[config.mk]
export PLATFORM = sky130hd
export DESIGN_NAME = noc_vc_out_port
export DESIGN_NICKNAME = d
export VERILOG_FILES = /design/src/rtl/noc_pkg.sv /design/src/rtl/noc_vc_fifo.sv /design/src/rtl/noc_vc_out_port.sv
export SDC_FILE = /design/constraint.sdc
export NUM_CORES = 1
export LEC_CHECK = 0
export ABC_AREA = 1
export BUFFER_PORTS_ARGS = -buffer_cell sky130_fd_sc_hd__buf_4
export CAP_MARGIN = 20
export CORE_MARGIN = 8
export CORE_UTILIZATION = 45
export DETAILED_ROUTE_END_ITERATION = 8
export PLACE_DENSITY_LB_ADDON = 0.15
export SYNTH_ARGS = -nofsm -noshare
export SYNTH_HDL_FRONTEND = slang
export SYNTH_HIERARCHICAL = 1
export SYNTH_SLANG_ARGS = --single-unit
export TNS_END_PERCENT = 10
[constraint.sdc]
create_clock -name clk -period 3.3 [get_ports clk]
set_input_delay 0.33 -clock clk [delete_from_list [all_inputs] [get_ports clk]]
set_output_delay 0.33 -clock clk [all_outputs]
set_load 0.1 [all_outputs]
[src/rtl/noc_pkg.sv]
// Shared NoC definitions: flit type encodings and the helper that extracts a
// flit's type field.
package noc_pkg;

  typedef enum logic [1:0] {
    FLIT_TAIL = 2'b00,
    FLIT_BODY = 2'b01,
    FLIT_HEAD = 2'b10,
    FLIT_IDLE = 2'b11
  } flit_type_e;

  localparam int unsigned FLIT_MAX_W = 128;

  // Flit type sits in the two MSBs of a flit_w-wide flit (zero-extended on entry).
  function automatic flit_type_e flit_type(input logic [FLIT_MAX_W-1:0] flit,
                                           input int unsigned           flit_w);
    return flit_type_e'(flit[flit_w-1 -: 2]);
  endfunction

endpackage

[src/rtl/noc_vc_fifo.sv]
// Show-ahead flit FIFO for one virtual channel; push ignored when full, pop
// ignored when empty.
module noc_vc_fifo #(
  parameter int unsigned FLIT_W = 16,
  parameter int unsigned DEPTH  = 4
) (
  input  logic                   clk,
  input  logic                   reset,
  input  logic                   push,
  input  logic                   pop,
  input  logic [FLIT_W-1:0]      din,
  output logic [FLIT_W-1:0]      dout,
  output logic [$clog2(DEPTH):0] count,
  output logic                   full,
  output logic                   empty
);

  localparam int unsigned PTR_W = $clog2(DEPTH);
  localparam int unsigned CNT_W = PTR_W + 1;

  logic [FLIT_W-1:0] mem_q [DEPTH];
  logic [PTR_W-1:0]  rd_q, wr_q;
  logic [CNT_W-1:0]  cnt_q, cnt_d;
  logic              do_push, do_pop;

  assign full    = (cnt_q == CNT_W'(DEPTH));
  assign empty   = (cnt_q == '0);
  assign do_push = push && !full;
  assign do_pop  = pop && !empty;
  assign dout    = mem_q[rd_q];
  assign count   = cnt_q;

  always_comb begin
    cnt_d = cnt_q;
    case ({do_push, do_pop})
      2'b10:   cnt_d = cnt_q + CNT_W'(1);
      2'b01:   cnt_d = cnt_q - CNT_W'(1);
      default: cnt_d = cnt_q;
    endcase
  end

  always_ff @(posedge clk) begin
    if (reset) begin
      rd_q  <= '0;
      wr_q  <= '0;
      cnt_q <= '0;
    end else begin
      if (do_push) wr_q <= wr_q + PTR_W'(1);
      if (do_pop)  rd_q <= rd_q + PTR_W'(1);
      cnt_q <= cnt_d;
    end
  end

  always_ff @(posedge clk) begin
    if (do_push) mem_q[wr_q] <= din;
  end

endmodule

[src/rtl/noc_vc_out_port.sv]
// Router output port: per-VC flit FIFOs, round-robin VC arbitration with
// wormhole locking, link handshake and sticky protocol-error detection.
module noc_vc_out_port
  import noc_pkg::*;
#(
  parameter  int unsigned FLIT_W = 16,
  parameter  int unsigned DEPTH  = 4,
  parameter  int unsigned NUM_VC = 2,
  localparam int unsigned VC_W   = (NUM_VC > 1) ? $clog2(NUM_VC) : 1,
  localparam int unsigned CNT_W  = $clog2(DEPTH) + 1
) (
  input  logic                    clk,
  input  logic                    reset,
  input  logic                    in_valid,
  input  logic [VC_W-1:0]         in_vc,
  input  logic [FLIT_W-1:0]       in_flit,
  output logic [NUM_VC-1:0]       in_ready,
  output logic [NUM_VC*CNT_W-1:0] occupancy,
  input  logic [NUM_VC-1:0]       alloc,
  output logic [NUM_VC-1:0]       alloc_status,
  output logic                    write_req,
  input  logic                    write_req_ack,
  output logic [FLIT_W-1:0]       out_flit,
  output logic [VC_W-1:0]         out_vc,
  output logic                    proto_err
);

  logic [FLIT_W-1:0] front [NUM_VC];
  logic [CNT_W-1:0]  cnt   [NUM_VC];
  flit_type_e        ftype [NUM_VC];
  logic [NUM_VC-1:0] full, empty, push, pop, elig, discard;
  flit_type_e        in_type, gtype;

  logic              lock_q, hold_q, proto_err_q;
  logic [VC_W-1:0]   lock_vc_q, hold_vc_q, rr_q, rr_d;
  logic [NUM_VC-1:0] alloc_status_q;
  logic              grant_valid, fire;
  logic [VC_W-1:0]   grant_vc, idx_vc;

  assign in_type = flit_type(FLIT_MAX_W'(in_flit), FLIT_W);

  for (genvar v = 0; v < NUM_VC; v++) begin : g_vc
    noc_vc_fifo #(
      .FLIT_W(FLIT_W),
      .DEPTH (DEPTH)
    ) u_fifo (
      .clk  (clk),
      .reset(reset),
      .push (push[v]),
      .pop  (pop[v]),
      .din  (in_flit),
      .dout (front[v]),
      .count(cnt[v]),
      .full (full[v]),
      .empty(empty[v])
    );
    assign ftype[v]                    = flit_type(FLIT_MAX_W'(front[v]), FLIT_W);
    assign push[v]                     = in_valid && (in_vc == VC_W'(v)) && !full[v] &&
                                         (in_type != FLIT_IDLE);
    assign in_ready[v]                 = !full[v];
    assign occupancy[v*CNT_W +: CNT_W] = cnt[v];
  end

  // Misplaced fronts (BODY/TAIL outside the lock, HEAD inside it) are discarded, never sent.
  always_comb begin
    elig    = '0;
    discard = '0;
    for (int unsigned v = 0; v < NUM_VC; v++) begin
      if (lock_q && (lock_vc_q == VC_W'(v))) begin
        elig[v]    = !empty[v] && alloc_status_q[v] && (ftype[v] != FLIT_HEAD);
        discard[v] = !empty[v] && (ftype[v] == FLIT_HEAD);
      end else begin
        elig[v]    = !lock_q && !empty[v] && alloc_status_q[v] && (ftype[v] == FLIT_HEAD);
        discard[v] = !empty[v] && (ftype[v] != FLIT_HEAD);
      end
    end
  end

  // An offered but unacked grant is held so out_flit cannot switch to a newly eligible VC.
  always_comb begin
    grant_valid = 1'b0;
    grant_vc    = '0;
    idx_vc      = '0;
    if (hold_q && elig[hold_vc_q]) begin
      grant_valid = 1'b1;
      grant_vc    = hold_vc_q;
    end else begin
      for (int unsigned i = 0; i < NUM_VC; i++) begin
        idx_vc = VC_W'((32'(rr_q) + i) % NUM_VC);
        if (!grant_valid && elig[idx_vc]) begin
          grant_valid = 1'b1;
          grant_vc    = idx_vc;
        end
      end
    end
  end

  assign write_req = grant_valid && !reset;
  assign fire      = write_req && write_req_ack;
  assign out_flit  = write_req ? front[grant_vc] : '1;
  assign out_vc    = write_req ? grant_vc : '0;
  assign gtype     = ftype[grant_vc];
  assign rr_d      = (grant_vc == VC_W'(NUM_VC - 1)) ? '0 : grant_vc + VC_W'(1);

  always_comb begin
    pop = discard;
    if (fire) pop[grant_vc] = 1'b1;
  end

  always_ff @(posedge clk) begin
    if (reset) begin
      lock_q         <= 1'b0;
      lock_vc_q      <= '0;
      hold_q         <= 1'b0;
      hold_vc_q      <= '0;
      rr_q           <= '0;
      proto_err_q    <= 1'b0;
      alloc_status_q <= '0;
    end else begin
      alloc_status_q <= alloc;
      hold_q         <= write_req && !write_req_ack;
      hold_vc_q      <= grant_vc;
      if (|discard) proto_err_q <= 1'b1;
      if (fire) begin
        if (gtype == FLIT_HEAD) begin
          lock_q    <= 1'b1;
          lock_vc_q <= grant_vc;
        end else if (gtype == FLIT_TAIL) begin
          lock_q <= 1'b0;
          rr_q   <= rr_d;
        end
      end
    end
  end

  assign alloc_status = alloc_status_q;
  assign proto_err    = proto_err_q;

endmodule

==> metrics.log <==
INFO  metric cts_htree_levels = 4
INFO  metric ctsLongestPathBuffers = 2
INFO  metric drt_pass1_iterations = 5
INFO  metric worstSetupEndpointType = output port
INFO  metric gpl.final_weighted_congestion = 0.852
INFO  metric finalCriticalPeriod = 3040 ps
INFO  metric grt_max_degree = 29
INFO  metric drc_errors = 0
INFO  metric final_design_area_no_fill = 7790 µm²
INFO  metric syn-cell-area = 6470 µm²
INFO  metric critical_path.startpoint_type = flop
INFO  metric cp_max_fo = 15
INFO  metric crit_required = 2970 ps
INFO  metric worstSkewPairLatency = approximately 430 ps
INFO  metric port_buffers = approximately 50
INFO  metric p_leak = just under 3 nW
INFO  metric holdCritPathClass = input port to flop
INFO  metric synthCells = approximately 590
INFO  metric cts_root_buf = sky130_fd_sc_hd__clkbuf_16
INFO  metric synth_flop_cell = sky130_fd_sc_hd__edfxtp_1
INFO  metric cts_tree = done
INFO  metric rsz0062_at_grt = yes
INFO  metric detailed_place_hpwl = about 9.7 mm
INFO  metric initial_utilization = 45.3%
INFO  metric dieWidth = 136 µm
INFO  metric timing_hold_violations_final = 0
INFO  metric syn_to_final_growth = 20.4%
INFO  metric vias_per_cell = around 5.2
INFO  metric layout_worst_path_cycle_share = 92.1%
INFO  metric fin_skew = about 6.4 ps
INFO  metric initialDrtViolationCount = 317
INFO  metric edff_count_synth = 128
INFO  metric timing.setup.tns = 0 ps
INFO  metric layout_cells_sized_above_1 = 21.4%
INFO  metric numClockSinks = 154
INFO  metric ys_seq_area_share = between 60% and 70%
INFO  metric synth_area_per_cell = 11.0 µm²
INFO  metric worstSetupPathType = flop to output port
INFO  metric numCtsBuffers = 17
INFO  metric floorplan.rows = between 40 and 50
INFO  metric max_clock_freq = ~330 MHz
INFO  metric top_level_ports = 52
INFO  metric synthMostInstantiatedCell = sky130_fd_sc_hd__edfxtp_1
INFO  metric min_from = write_req_ack
INFO  metric floorplan.core_area = between 10000 and 15000 µm²
INFO  metric ant_nets = 0
INFO  metric drv_slew = 0
INFO  metric reg2reg_setup_slack = about 290 ps
INFO  metric max_cap_violations = 0
INFO  metric synth_top_cell_area_share = 59.4%
INFO  metric clkTransAtPathRegs = about 60 ps
INFO  metric synth_warnings = 6
INFO  metric die-area = 18500 µm²
INFO  metric worst_ir_drop_vdd = ~0.36 mV
INFO  metric dieHeight = 136 µm
INFO  metric grt_use_total = 16.8%
INFO  metric ys_async_sr_fraction = 0%
INFO  metric hold_path_end = hold_q
INFO  metric postRouteWirelength = 14.8 mm
INFO  metric syn-num-nets = 622
INFO  metric antenna_found_initial = 0
INFO  metric finalSetupViolCount = 0
INFO  metric reg_to_reg_end = g_vc[0].u_fifo/count[2]
INFO  metric vias = between 4k and 5k
INFO  metric timing.hold.worst_path_depth = 2
INFO  metric grt_pass1_vias = between 4k and 5k
INFO  metric globalRoute.totalOverflow = 0
INFO  metric worst_r2r_path_depth = 24
INFO  metric total_power = 5.77 mW
INFO  metric tightest_slew = just over 400 ps
INFO  metric cellPowerDensity = 741 nW/µm²
INFO  metric ys_top_cells_by_count = sky130_fd_sc_hd__edfxtp_1, sky130_fd_sc_hd__nor2_1, sky130_fd_sc_hd__nand2_1
INFO  metric share_of_the_core_filled_with_cells = around 55%
INFO  metric netlist.top_cell.by_area = sky130_fd_sc_hd__edfxtp_1
INFO  metric wl_per_cell = 17.3 µm
INFO  metric antenna_cells_inserted = 0
INFO  metric run_status = finished, final reports clean
INFO  metric arrival = 2710 ps
INFO  metric max_slew_margin = 72.4%
INFO  metric nets_final = a little under 700
INFO  metric synth.ff_latch_count = 154
INFO  metric synthDistinctLibCells = 25
INFO  metric placed_area = 7120 µm²
INFO  metric first_pass_grt_wire_length = 23.2 mm
INFO  metric yosys-top-cells-area = sky130_fd_sc_hd__edfxtp_1, sky130_fd_sc_hd__dfxtp_1, sky130_fd_sc_hd__nor2_1
-- stage by stage --
stage	setup slack [ps]	cells	hold slack [ps]
2_1_floorplan	-286	587	392
3_3_place_gp	190	823	471
3_5_place_dp	-30.9	823	460
4_1_cts	1.95	854	60.8
5_1_grt	-28.8	856	74.8
6_report	262	856	78.5
-- flip-flops by register name (all words and copies together), names as in the netlist, named ones only --
name / cells
proto_err: 1
lock_vc_q: 1
g_vc.u_fifo/mem_q: 128
g_vc.u_fifo/wr_q: 4
rr_q: 1
g_vc.u_fifo/count: 6
alloc_status: 2
hold_q: 1
hold_vc_q: 1
lock_q: 1
g_vc.u_fifo/rd_q: 4
-- worst max-delay path, cell delays in order (launching register included) --
cell	delay, ps
sky130_fd_sc_hd__dfxtp_1	400
sky130_fd_sc_hd__o21ai_1	110
sky130_fd_sc_hd__o22ai_2	180
sky130_fd_sc_hd__inv_1	100
sky130_fd_sc_hd__o21ai_1	220
sky130_fd_sc_hd__nand2_2	120
sky130_fd_sc_hd__nor2_4	130
sky130_fd_sc_hd__nand2_2	140
sky130_fd_sc_hd__inv_4	80
sky130_fd_sc_hd__buf_4	240
sky130_fd_sc_hd__nand2_1	80
sky130_fd_sc_hd__nand3_1	160
sky130_fd_sc_hd__buf_4	330
-- power breakdown --
part | switching [mW] | total [mW] | leakage (nW) | internal (mW)
clock | 0.773 | 2.04 | 0.302 | 1.27
combinational | 1.05 | 1.45 | 1.26 | 0.393
sequential | 0.0757 | 2.29 | 1.37 | 2.21
total | 1.90 | 5.77 | 2.94 | 3.87
-- layout make-up --
cell class	instances	area (µm²)
clock buffers	17	425
multi-input cells	351	1770
fillers	1212	6470
repair buffers	74	556
inverters	62	235
well taps	184	230
clock inverters	14	194
flip-flops and latches	154	4380
-- how the worst max path moves through the flow --
stage          slack, ps  cells after the start                     from                      end
2_1_floorplan       -290                     12  g_vc[0].u_fifo/count[0]             out_flit[13]
3_5_place_dp         -30                     23                     flop  g_vc[0].u_fifo/count[2]
4_1_cts                2                     23                     flop  g_vc[1].u_fifo/count[2]
6_report             260                     12                     flop             out_flit[13]
5_1_grt              -30                     24                     flop  g_vc[0].u_fifo/count[2]
3_3_place_gp         190                     23                     flop  g_vc[0].u_fifo/count[2]
-- routing by layer --
layer  up-vias  track usage (%)  wire, µm
met1      2172             21.0      6540
met5         -                0         0
met3        22             4.14       666
met2        95             27.5      7350
met4         0             6.65       274
li1       2168                -         -
-- cells in the final DEF (no fill, tap or decap) --
cell type,synthesis,layout
sky130_fd_sc_hd__clkinv_1,0,1
sky130_fd_sc_hd__clkinv_2,0,2
sky130_fd_sc_hd__nand4_1,2,2
sky130_fd_sc_hd__nand2_4,1,1
sky130_fd_sc_hd__o21ai_2,0,2
sky130_fd_sc_hd__nand3_2,2,3
sky130_fd_sc_hd__dfxtp_2,0,6
sky130_fd_sc_hd__nor2_2,5,6
sky130_fd_sc_hd__ha_1,10,10
sky130_fd_sc_hd__dfxtp_1,26,19
sky130_fd_sc_hd__clkinv_4,0,2
sky130_fd_sc_hd__inv_6,0,4
sky130_fd_sc_hd__inv_4,1,1
sky130_fd_sc_hd__fa_1,2,1
sky130_fd_sc_hd__nor2_1,91,90
sky130_fd_sc_hd__o21ai_0,16,14
sky130_fd_sc_hd__inv_1,55,55
sky130_fd_sc_hd__fa_2,0,1
sky130_fd_sc_hd__a21oi_2,1,1
sky130_fd_sc_hd__buf_4,5,74
sky130_fd_sc_hd__edfxtp_1,128,128
sky130_fd_sc_hd__o22ai_2,0,2
sky130_fd_sc_hd__nor3_1,1,1
sky130_fd_sc_hd__inv_2,6,6
sky130_fd_sc_hd__nand2_2,8,8
sky130_fd_sc_hd__bufinv_16,0,4
sky130_fd_sc_hd__clkbuf_16,0,17
sky130_fd_sc_hd__nand3_1,30,29
sky130_fd_sc_hd__o21ai_1,57,57
sky130_fd_sc_hd__o22ai_1,32,30
sky130_fd_sc_hd__nor2_4,2,2
sky130_fd_sc_hd__dfxtp_4,0,1
sky130_fd_sc_hd__a21oi_1,13,13
sky130_fd_sc_hd__nand2_1,78,78
sky130_fd_sc_hd__clkinvlp_4,0,1
-- cell families after synthesis --
group / after synthesis / share of synthesized area [%]
AOI/OAI and AO/OA: 119 / 9.89
adders and majority gates: 12 / 2.55
buffers and inverters: 82 / 5.57
DFF: 154 / 67.5
and+or+nand+nor: 220 / 14.5
-- repair_timing --
action / 4_1_cts / 5_1_grt
resized for setup: 1 / 10
setup buffers: 0 / 2
pin swaps: 0 / 1
endpoints found under the hold margin: 0 / 0
hold buffers: 0 / 0
endpoints found under the setup margin: 1 / 6
Note: power is estimated with default switching activity, not from simulation.
